===== src/rtl/audio_stream_pkg.sv =====
// Shared types, frame geometry and slot helpers for the I2S codec stream endpoint.
package audio_stream_pkg;

    typedef logic [15:0] sample_t;

    localparam int unsigned SAMPLE_BITS     = 16;
    localparam int unsigned SLOT_BITS       = 32;
    localparam int unsigned FRAME_BITS      = 64;
    localparam int unsigned DATA_FIRST_SLOT = 1;
    localparam int unsigned DATA_LAST_SLOT  = 16;

    localparam int unsigned SLOT_W    = $clog2(SLOT_BITS);
    localparam int unsigned FRAME_W   = $clog2(FRAME_BITS);
    localparam int unsigned BIT_IDX_W = $clog2(SAMPLE_BITS);

    typedef logic [SLOT_W-1:0]  slot_t;
    typedef logic [FRAME_W-1:0] frame_cnt_t;

    function automatic logic is_data_slot(input slot_t s);
        return (32'(s) >= DATA_FIRST_SLOT) && (32'(s) <= DATA_LAST_SLOT);
    endfunction

    // I2S one-BCLK delay: slot 1 carries bit 15, slot 16 carries bit 0.
    function automatic logic [BIT_IDX_W-1:0] data_bit_idx(input slot_t s);
        return BIT_IDX_W'(DATA_LAST_SLOT - 32'(s));
    endfunction

endpackage


===== src/rtl/audio_codec_stream_clkgen.sv =====
// BCLK/LRCK generator: clk divider, 64-slot frame counter and one-cycle BCLK edge strobes.
module i2s_clkgen
    import audio_stream_pkg::*;
#(
    parameter int unsigned CLK_DIV = 8
) (
    input  logic       clk_i,
    input  logic       rst_ni,
    output logic       bclk_o,
    output logic       lrck_o,
    output frame_cnt_t bit_cnt_o,
    output logic       rise_o,
    output logic       fall_o
);

    localparam int unsigned DIV_W = $clog2(CLK_DIV);
    localparam logic [DIV_W-1:0] DIV_LAST = DIV_W'(CLK_DIV - 1);

    logic [DIV_W-1:0] div_cnt_q, div_cnt_d;
    logic             bclk_q, bclk_d;
    frame_cnt_t       bit_cnt_q, bit_cnt_d;
    logic             tc;

    assign tc = (div_cnt_q == DIV_LAST);

    always_comb begin
        div_cnt_d = tc ? '0 : div_cnt_q + 1'b1;
        bclk_d    = bclk_q ^ tc;
        bit_cnt_d = (tc && bclk_q) ? bit_cnt_q + 1'b1 : bit_cnt_q;
    end

    always_ff @(posedge clk_i or negedge rst_ni) begin
        if (!rst_ni) begin
            div_cnt_q <= '0;
            bclk_q    <= 1'b0;
            bit_cnt_q <= '1;
        end else begin
            div_cnt_q <= div_cnt_d;
            bclk_q    <= bclk_d;
            bit_cnt_q <= bit_cnt_d;
        end
    end

    // Strobes are high in the cycle before bclk changes, so anything they
    // enable updates on the same clk edge as the bclk pin.
    assign rise_o    = tc && !bclk_q;
    assign fall_o    = tc && bclk_q;
    assign bclk_o    = bclk_q;
    assign bit_cnt_o = bit_cnt_q;
    assign lrck_o    = bit_cnt_q[FRAME_W-1];

endmodule


===== src/rtl/audio_codec_stream.sv =====
// I2S master-clock endpoint for the audio codec: ADC deserializer sources, DAC serializer sinks.
// Optional sticky overrun/underrun status ports are enabled with AUDIO_STREAM_STATUS_EN.
module audio_codec_stream
    import audio_stream_pkg::*;
#(
    parameter int unsigned CLK_DIV = 8
) (
    input  logic    clk,
    input  logic    reset,
    output sample_t adc_left_data,
    output sample_t adc_right_data,
    output logic    adc_left_valid,
    output logic    adc_right_valid,
    input  logic    adc_left_ready,
    input  logic    adc_right_ready,
    input  sample_t dac_left_data,
    input  sample_t dac_right_data,
    input  logic    dac_left_valid,
    input  logic    dac_right_valid,
    output logic    dac_left_ready,
    output logic    dac_right_ready,
    output logic    bclk,
    output logic    lrck,
    output logic    dacdat,
    input  logic    adcdat
`ifdef AUDIO_STREAM_STATUS_EN
    ,
    input  logic       status_clear,
    output logic [1:0] adc_overrun,
    output logic [1:0] dac_underrun
`endif
);

    frame_cnt_t bit_cnt, bit_nxt;
    slot_t      slot, slot_nxt;
    logic       bclk_rise, bclk_fall;

    i2s_clkgen #(
        .CLK_DIV(CLK_DIV)
    ) u_clkgen (
        .clk_i     (clk),
        .rst_ni    (reset),
        .bclk_o    (bclk),
        .lrck_o    (lrck),
        .bit_cnt_o (bit_cnt),
        .rise_o    (bclk_rise),
        .fall_o    (bclk_fall)
    );

    assign bit_nxt  = bit_cnt + 1'b1;
    assign slot     = bit_cnt[SLOT_W-1:0];
    assign slot_nxt = bit_nxt[SLOT_W-1:0];

    // Index 0 = left, 1 = right throughout.
    sample_t [1:0] dac_data_w, shift_w, adc_data_w;
    logic    [1:0] dac_valid_w, dac_ready_w, adc_valid_w, adc_ready_w;

`ifdef AUDIO_STREAM_STATUS_EN
    logic [1:0] ovr_set, und_set;
`endif

    assign dac_data_w  = {dac_right_data, dac_left_data};
    assign dac_valid_w = {dac_right_valid, dac_left_valid};
    assign adc_ready_w = {adc_right_ready, adc_left_ready};

    for (genvar c = 0; c < 2; c++) begin : g_ch
        localparam logic CH = 1'(c);

        sample_t hold_q, hold_d, shift_q, shift_d;
        sample_t sr_q, sr_d, data_q, data_d;
        logic    full_q, full_d, valid_q, valid_d;
        logic    accept, load, shift_en, word_done;

        assign accept    = dac_valid_w[c] && !full_q;
        assign load      = bclk_fall && (bit_nxt == {CH, SLOT_W'(0)});
        assign shift_en  = bclk_rise && (bit_cnt[FRAME_W-1] == CH) && is_data_slot(slot);
        assign word_done = shift_en && (32'(slot) == DATA_LAST_SLOT);

        always_comb begin
            hold_d  = hold_q;
            full_d  = full_q;
            shift_d = shift_q;
            sr_d    = sr_q;
            data_d  = data_q;
            valid_d = valid_q;

            if (accept) begin
                hold_d = dac_data_w[c];
                full_d = 1'b1;
            end else if (load) begin
                full_d = 1'b0;
            end
            // An empty holding register leaves the shift register untouched,
            // so the previous sample is replayed.
            if (load && full_q) begin
                shift_d = hold_q;
            end

            if (shift_en) begin
                sr_d = {sr_q[SAMPLE_BITS-2:0], adcdat};
            end
            if (word_done) begin
                data_d  = sr_d;
                valid_d = 1'b1;
            end else if (valid_q && adc_ready_w[c]) begin
                valid_d = 1'b0;
            end
        end

        always_ff @(posedge clk or negedge reset) begin
            if (!reset) begin
                hold_q  <= '0;
                full_q  <= 1'b0;
                shift_q <= '0;
                sr_q    <= '0;
                data_q  <= '0;
                valid_q <= 1'b0;
            end else begin
                hold_q  <= hold_d;
                full_q  <= full_d;
                shift_q <= shift_d;
                sr_q    <= sr_d;
                data_q  <= data_d;
                valid_q <= valid_d;
            end
        end

        assign dac_ready_w[c] = !full_q;
        assign shift_w[c]     = shift_q;
        assign adc_data_w[c]  = data_q;
        assign adc_valid_w[c] = valid_q;

`ifdef AUDIO_STREAM_STATUS_EN
        assign ovr_set[c] = word_done && valid_q && !adc_ready_w[c];
        assign und_set[c] = load && !full_q;
`endif
    end

    logic dacdat_q, dacdat_d;

    always_comb begin
        dacdat_d = dacdat_q;
        if (bclk_fall) begin
            dacdat_d = 1'b0;
            if (is_data_slot(slot_nxt)) begin
                dacdat_d = shift_w[bit_nxt[FRAME_W-1]][data_bit_idx(slot_nxt)];
            end
        end
    end

    always_ff @(posedge clk or negedge reset) begin
        if (!reset) begin
            dacdat_q <= 1'b0;
        end else begin
            dacdat_q <= dacdat_d;
        end
    end

`ifdef AUDIO_STREAM_STATUS_EN
    logic [1:0] ovr_q, ovr_d, und_q, und_d;

    always_comb begin
        ovr_d = (ovr_q & ~{2{status_clear}}) | ovr_set;
        und_d = (und_q & ~{2{status_clear}}) | und_set;
    end

    always_ff @(posedge clk or negedge reset) begin
        if (!reset) begin
            ovr_q <= '0;
            und_q <= '0;
        end else begin
            ovr_q <= ovr_d;
            und_q <= und_d;
        end
    end

    assign adc_overrun  = ovr_q;
    assign dac_underrun = und_q;
`endif

    assign dacdat          = dacdat_q;
    assign adc_left_data   = adc_data_w[0];
    assign adc_right_data  = adc_data_w[1];
    assign adc_left_valid  = adc_valid_w[0];
    assign adc_right_valid = adc_valid_w[1];
    assign dac_left_ready  = dac_ready_w[0];
    assign dac_right_ready = dac_ready_w[1];

endmodule


===== config.mk =====
export PLATFORM = sky130hd
export DESIGN_NAME = audio_codec_stream
export DESIGN_NICKNAME = d
export VERILOG_FILES = /design/src/rtl/audio_stream_pkg.sv /design/src/rtl/audio_codec_stream_clkgen.sv /design/src/rtl/audio_codec_stream.sv
export SDC_FILE = /design/constraint.sdc
export NUM_CORES = 1
export LEC_CHECK = 0
export CAP_MARGIN = 20
export CORE_MARGIN = 4
export CORE_UTILIZATION = 59
export DETAILED_ROUTE_END_ITERATION = 16
export GPL_TIMING_DRIVEN = 0
export PLACE_DENSITY = 0.86
export SYNTH_ARGS = -nofsm -noshare
export SYNTH_HDL_FRONTEND = slang
export SYNTH_SLANG_ARGS = --single-unit

===== constraint.sdc =====
create_clock -name clk -period 5.6 [get_ports clk]
set_input_delay 1.68 -clock clk [delete_from_list [all_inputs] [get_ports clk]]
set_output_delay 1.68 -clock clk [all_outputs]
set_load 0.02 [all_outputs]

== Word-level counts from Yosys, hierarchy flattened ==
Cells that the tools add are included.
Word-level totals
  register bits after elaboration: 143
  bits of input ports: 39
  word-level logic and storage cells: 72
Operators by class
  add/subtract/negate cells: 3
  magnitude comparators: 6
  eq/ne operators: 3
  muxes and demuxes: 16
  bitwise gates (word level): 2
  reductions and logical operators: 26
Operators with widths (count)
  two-way mux 16 bit: 4
  logical AND 1 bit: 18
  greater-or-equal comparator 5 x 1 -> 1 bit, second input constant: 2
  less-or-equal comparator 5 bit, second input constant: 2
  two-way mux 1 bit: 10
  nonzero test 2 bit: 4
  adder 6 x 1 -> 6 bit, second input constant: 1
  equality test 6 bit, second input constant: 1
  zero test 6 bit: 1
  equality test 5 bit, second input constant: 1
  less-than comparator 4 x 5 -> 1 bit, second input constant: 1
  binary-select mux 1 bit (select 4 bit): 1
  subtractor 1 x 4 -> 4 bit, first input constant: 1
  adder 3 x 1 -> 3 bit, second input constant: 1
  equality test 3 bit, second input constant: 1
  zero test 1 bit: 3
  two-way mux 3 bit: 1
  less-than comparator 1 x 2 -> 1 bit, second input constant: 1
  inverter 1 bit: 1
  bitwise XOR 1 bit: 1

== Longest topological paths before layout ==
  depth in word-level cells: 6
  gate-level depth with buffers: 11

== By module ==
A second synthesis with hierarchy kept.
Second synthesis, totals
  cell total of the unflattened synthesis: 420
  area total of the unflattened synthesis: 6157.2 µm²
Modules (own cells, without submodules)
  audio_codec_stream: times used 1, cells each 387, area an instance 5704.2 µm², seq. area each 3278.1 µm²
  i2s_clkgen: times used 1, cells each 33, area an instance 452.9 µm², seq. area each 257.7 µm²

== Worst setup path before layout ==
Ideal clock, no wire load.
  path type: in2reg
  start point: input dac_left_valid
  end point: register g_ch[0].hold_q[10]
  library setup time: 0.125 ns
  arrival: 2.759 ns
  path slack: 2.716 ns
  stages: 4
  path buffers: 2
  cell sequence: nor2b_1 > clkbuf_1 > buf_1 > mux2_2
On the way
  word-level cells in the longest chain between the ends: 1
Ends and longest elaborated chain
  start, declared: RTL line audio_codec_stream.sv:18  | input logic dac_left_valid,
  logical AND 1 bit: RTL line audio_codec_stream.sv:74  | assign accept = dac_valid_w[c] && !full_q;
  end signal, assigned: RTL line audio_codec_stream.sv:119  | hold_q <= hold_d;
  end, declared: RTL line audio_codec_stream.sv:69  | sample_t hold_q, hold_d, shift_q, shift_d;
Every way passes these cells.
A chain may end at the register's enable or synchronous reset.

== Final worst setup path ==
  start point: register u_clkgen.bit_cnt_q[5], in the netlist u_clkgen.bit_cnt_o[5]
  end point: output lrck
RTL lines
  start, declared: RTL line audio_codec_stream_clkgen.sv:21  | frame_cnt_t bit_cnt_q, bit_cnt_d;
  start signal, assigned: RTL line audio_codec_stream_clkgen.sv:40  | bit_cnt_q <= bit_cnt_d;
  end, declared: RTL line audio_codec_stream.sv:23  | output logic lrck,
No word-level cell between the ends.

==> impl_metrics.ini <==
[status]
outcome = finished, final reports clean

[sta]
final_max_slew_viol_count = 0
fin_worst_skew_ns = 0.0113
setup_violations = 0
worstMarginPinSlew_ns = 0.616
hold_ws_ns = 0.446
slew-limit-headroom = 0.585
rsz0062_at_grt = no
period_share = 0.613
fin_ws_ns = 2.16
final-hold-violation-count = 0
fin_tns_setup_ns = 0
finalCriticalPeriod_ns = 3.44
fmax_mhz = 291

[synth]
synth_fp_nets = 483
avgSynthCellArea_um2 = 13.9
yosysSeqAreaShare = 0.582
synthTopCellsByCount = dfrtp_1 (135), mux2_2 (126), nand2_1 (20), o21ai_0 (14)
synthDistinctLibCells = 54
ys_ff_latch = 141
yosysMostFrequentCell = dfrtp_1
synth_largest_area_cell = dfrtp_1
synth_cells = 437
synth_area_leaders = dfrtp_1 (56%), mux2_2 (23%), dfstp_2 (2.6%)
ys.flop_type = dfrtp_1
synthArstFlopShare = 1.00
syn_area_um2 = 6070
synth_edf_count = 0
yosys_warnings = 0
yosys.area.top_type_share = 0.556

[critical_path]
crit_family = buffers and inverters
critPathSlowestCell = clkdlybuf4s50_1
max_stage_delay_ns = 0.63
cp.buffers_inverters = 1
crit_path_cell_trace = clkdlybuf4s50_1
crit_path_max_fanout = 7
crit_required_ns = 3.92
setup.worst_path.start_class = register
cp-end-kind = output port
arrival_ns = 1.76
worstSetupPathType = register to output port

[route]
totalWireLength_mm = 12.3
firstDrtPassIters = 4
post_drt_wl_per_cell_um = 18.1
drt_iter0_drc = 204
vias_per_cell = 5.75
ant_nets = 0
drc = 0
vias = 3912

[floorplanning]
die_w_um = 109
die-height_um = 109
core_um2 = 9910
initial_core_util = 0.613
num_rows = 36
dieArea_um2 = 12000
ios = 78

[final_layout]
fin_cells = 680
n_fill_cell = 634
antennaDiodeCount = 0
fin_util = 0.772
nets = 580
fin_area_um2 = 7650
area_growth_syn_to_layout_pct = 26.0
layout-drive-gt1-share = 0.347

[placement]
place.gp.congestion = 0.905
port_buffers = 77
dp.cells = 648
hpwl_mm = 8.37
dp_worst_setup_slack_ns = 1.95
place_area_um2 = 7040

[global_routing]
grt_pass1_vias = 4032
antenna_found_initial = 0
grt_pass1_wl_mm = 20.1
grt_max_degree = 80
grt.total_usage = 0.225
grt.overflow.total = 0

[pwr]
max-vdd-ir-drop_mv = 0.248
p_leak_nw = 3.53
finalPower_mw = 2.30
powerDensity_nw_per_um2 = 301

[clock_network]
numCtsBuffers = 17
cts_resized = 0
htreeDepth = 4
cts_root_buffer = clkbuf_8
postCtsSetupRepairBufs = 0
path_clk_slew_ns = 0.06
clock_latency_ns = 0.53
cts_sinks = 141
cts_hold_buf = 0
clock_path_buffers = 2
cts_tree = done

[worst_hold_path]
min_path_type = register to register

[flow_run]
drv_cap = 0
## cell usage in the layout (no fill, tap or decap), drive strengths merged, types with 6 or more instances in the layout
cell           count
nand2             20
ha                 7
mux2             126
a21oi              7
buf               17
clkbuf            27
dfstp              6
o21ai             14
nor2              12
inv               13
nand3              8
clkdlybuf4s50     76
dfrtp            135
clkinv             6
## layer usage
| metal | up-vias | part of all wire | GRT usage |
|---|---|---|---|
| met1 | 1993 | 0.42 | 0.286 |
| met2 | 125 | 0.51 | 0.356 |
| li1 | 1779 | - | - |
| met3 | 15 | 0.053 | 0.0687 |
| met4 | 0 | 0.016 | 0.103 |
| met5 | - | 0 | 0 |
## report_power, final
| part | switching [mW] | internal, mW |
|---|---|---|
| registers | 0.0162 | 1.05 |
| clock network | 0.414 | 0.743 |
| logic | 0.0306 | 0.0472 |
## kinds of logic (layout without fill, tap and decap cells)
logic type	after synthesis	after routing	share of synthesized area
simple gates	72	72	0.0692
xor+xnor	6	6	0.00865
mux	130	130	0.240
buf+inv	34	144	0.0272
flops	141	141	0.582
compound gates	47	47	0.0581
fa+ha+maj	7	7	0.0144
## state kept, by name, indices dropped and copies added (netlist names), 2 cells and up
signal              cells
g_ch.hold_q            32
g_ch.full_q             2
g_ch.sr_q              30
adc_left_data          16
adc_right_data         16
g_ch.shift_q           32
u_clkgen.div_cnt_q      3
u_clkgen.bit_cnt_o      6
## area by class of cell
cell class                 count  area (µm²)  area share
sequential                   141        3540       0.462
multi-input combinational    262        2370       0.310
timing repair buffer          78         800       0.104
clock buffer                  20         445      0.0582
clock inverter                12         166      0.0217
tap                          133         166      0.0217
buffer                        22         120      0.0157
inverter                      12        45.0     0.00589
## worst reg2reg max path: cells and delay by family, from the launching register on
kind	cells	cell delay [ns]
DFF	1	0.62
buffers and inverters	3	0.83
adders and majority gates	1	0.43
AOI/OAI and AO/OA	5	1.07
## worst paths after layout
check,startpoint,endpoint,slack [ns],depth (start not counted)
max in group asynchronous,reset,u_clkgen.bit_cnt_o[1]$_DFFE_PN1P_,3.68,2
min in group asynchronous,reset,g_ch[0].shift_q[12]$_DFFE_PN0P_,1.12,1
worst max register to register,u_clkgen.bit_cnt_o[0]$_DFFE_PN1P_,dacdat$_DFFE_PN0P_,2.54,9
worst min-delay path,u_clkgen.div_cnt_q[0]$_DFF_PN0_,u_clkgen.div_cnt_q[0]$_DFF_PN0_,0.45,1
worst min register to register,u_clkgen.div_cnt_q[0]$_DFF_PN0_,u_clkgen.div_cnt_q[0]$_DFF_PN0_,0.45,1
worst max-delay path,u_clkgen.bit_cnt_o[5]$_DFFE_PN1P_,lrck,2.16,1
(Power assumes the default switching activity.)
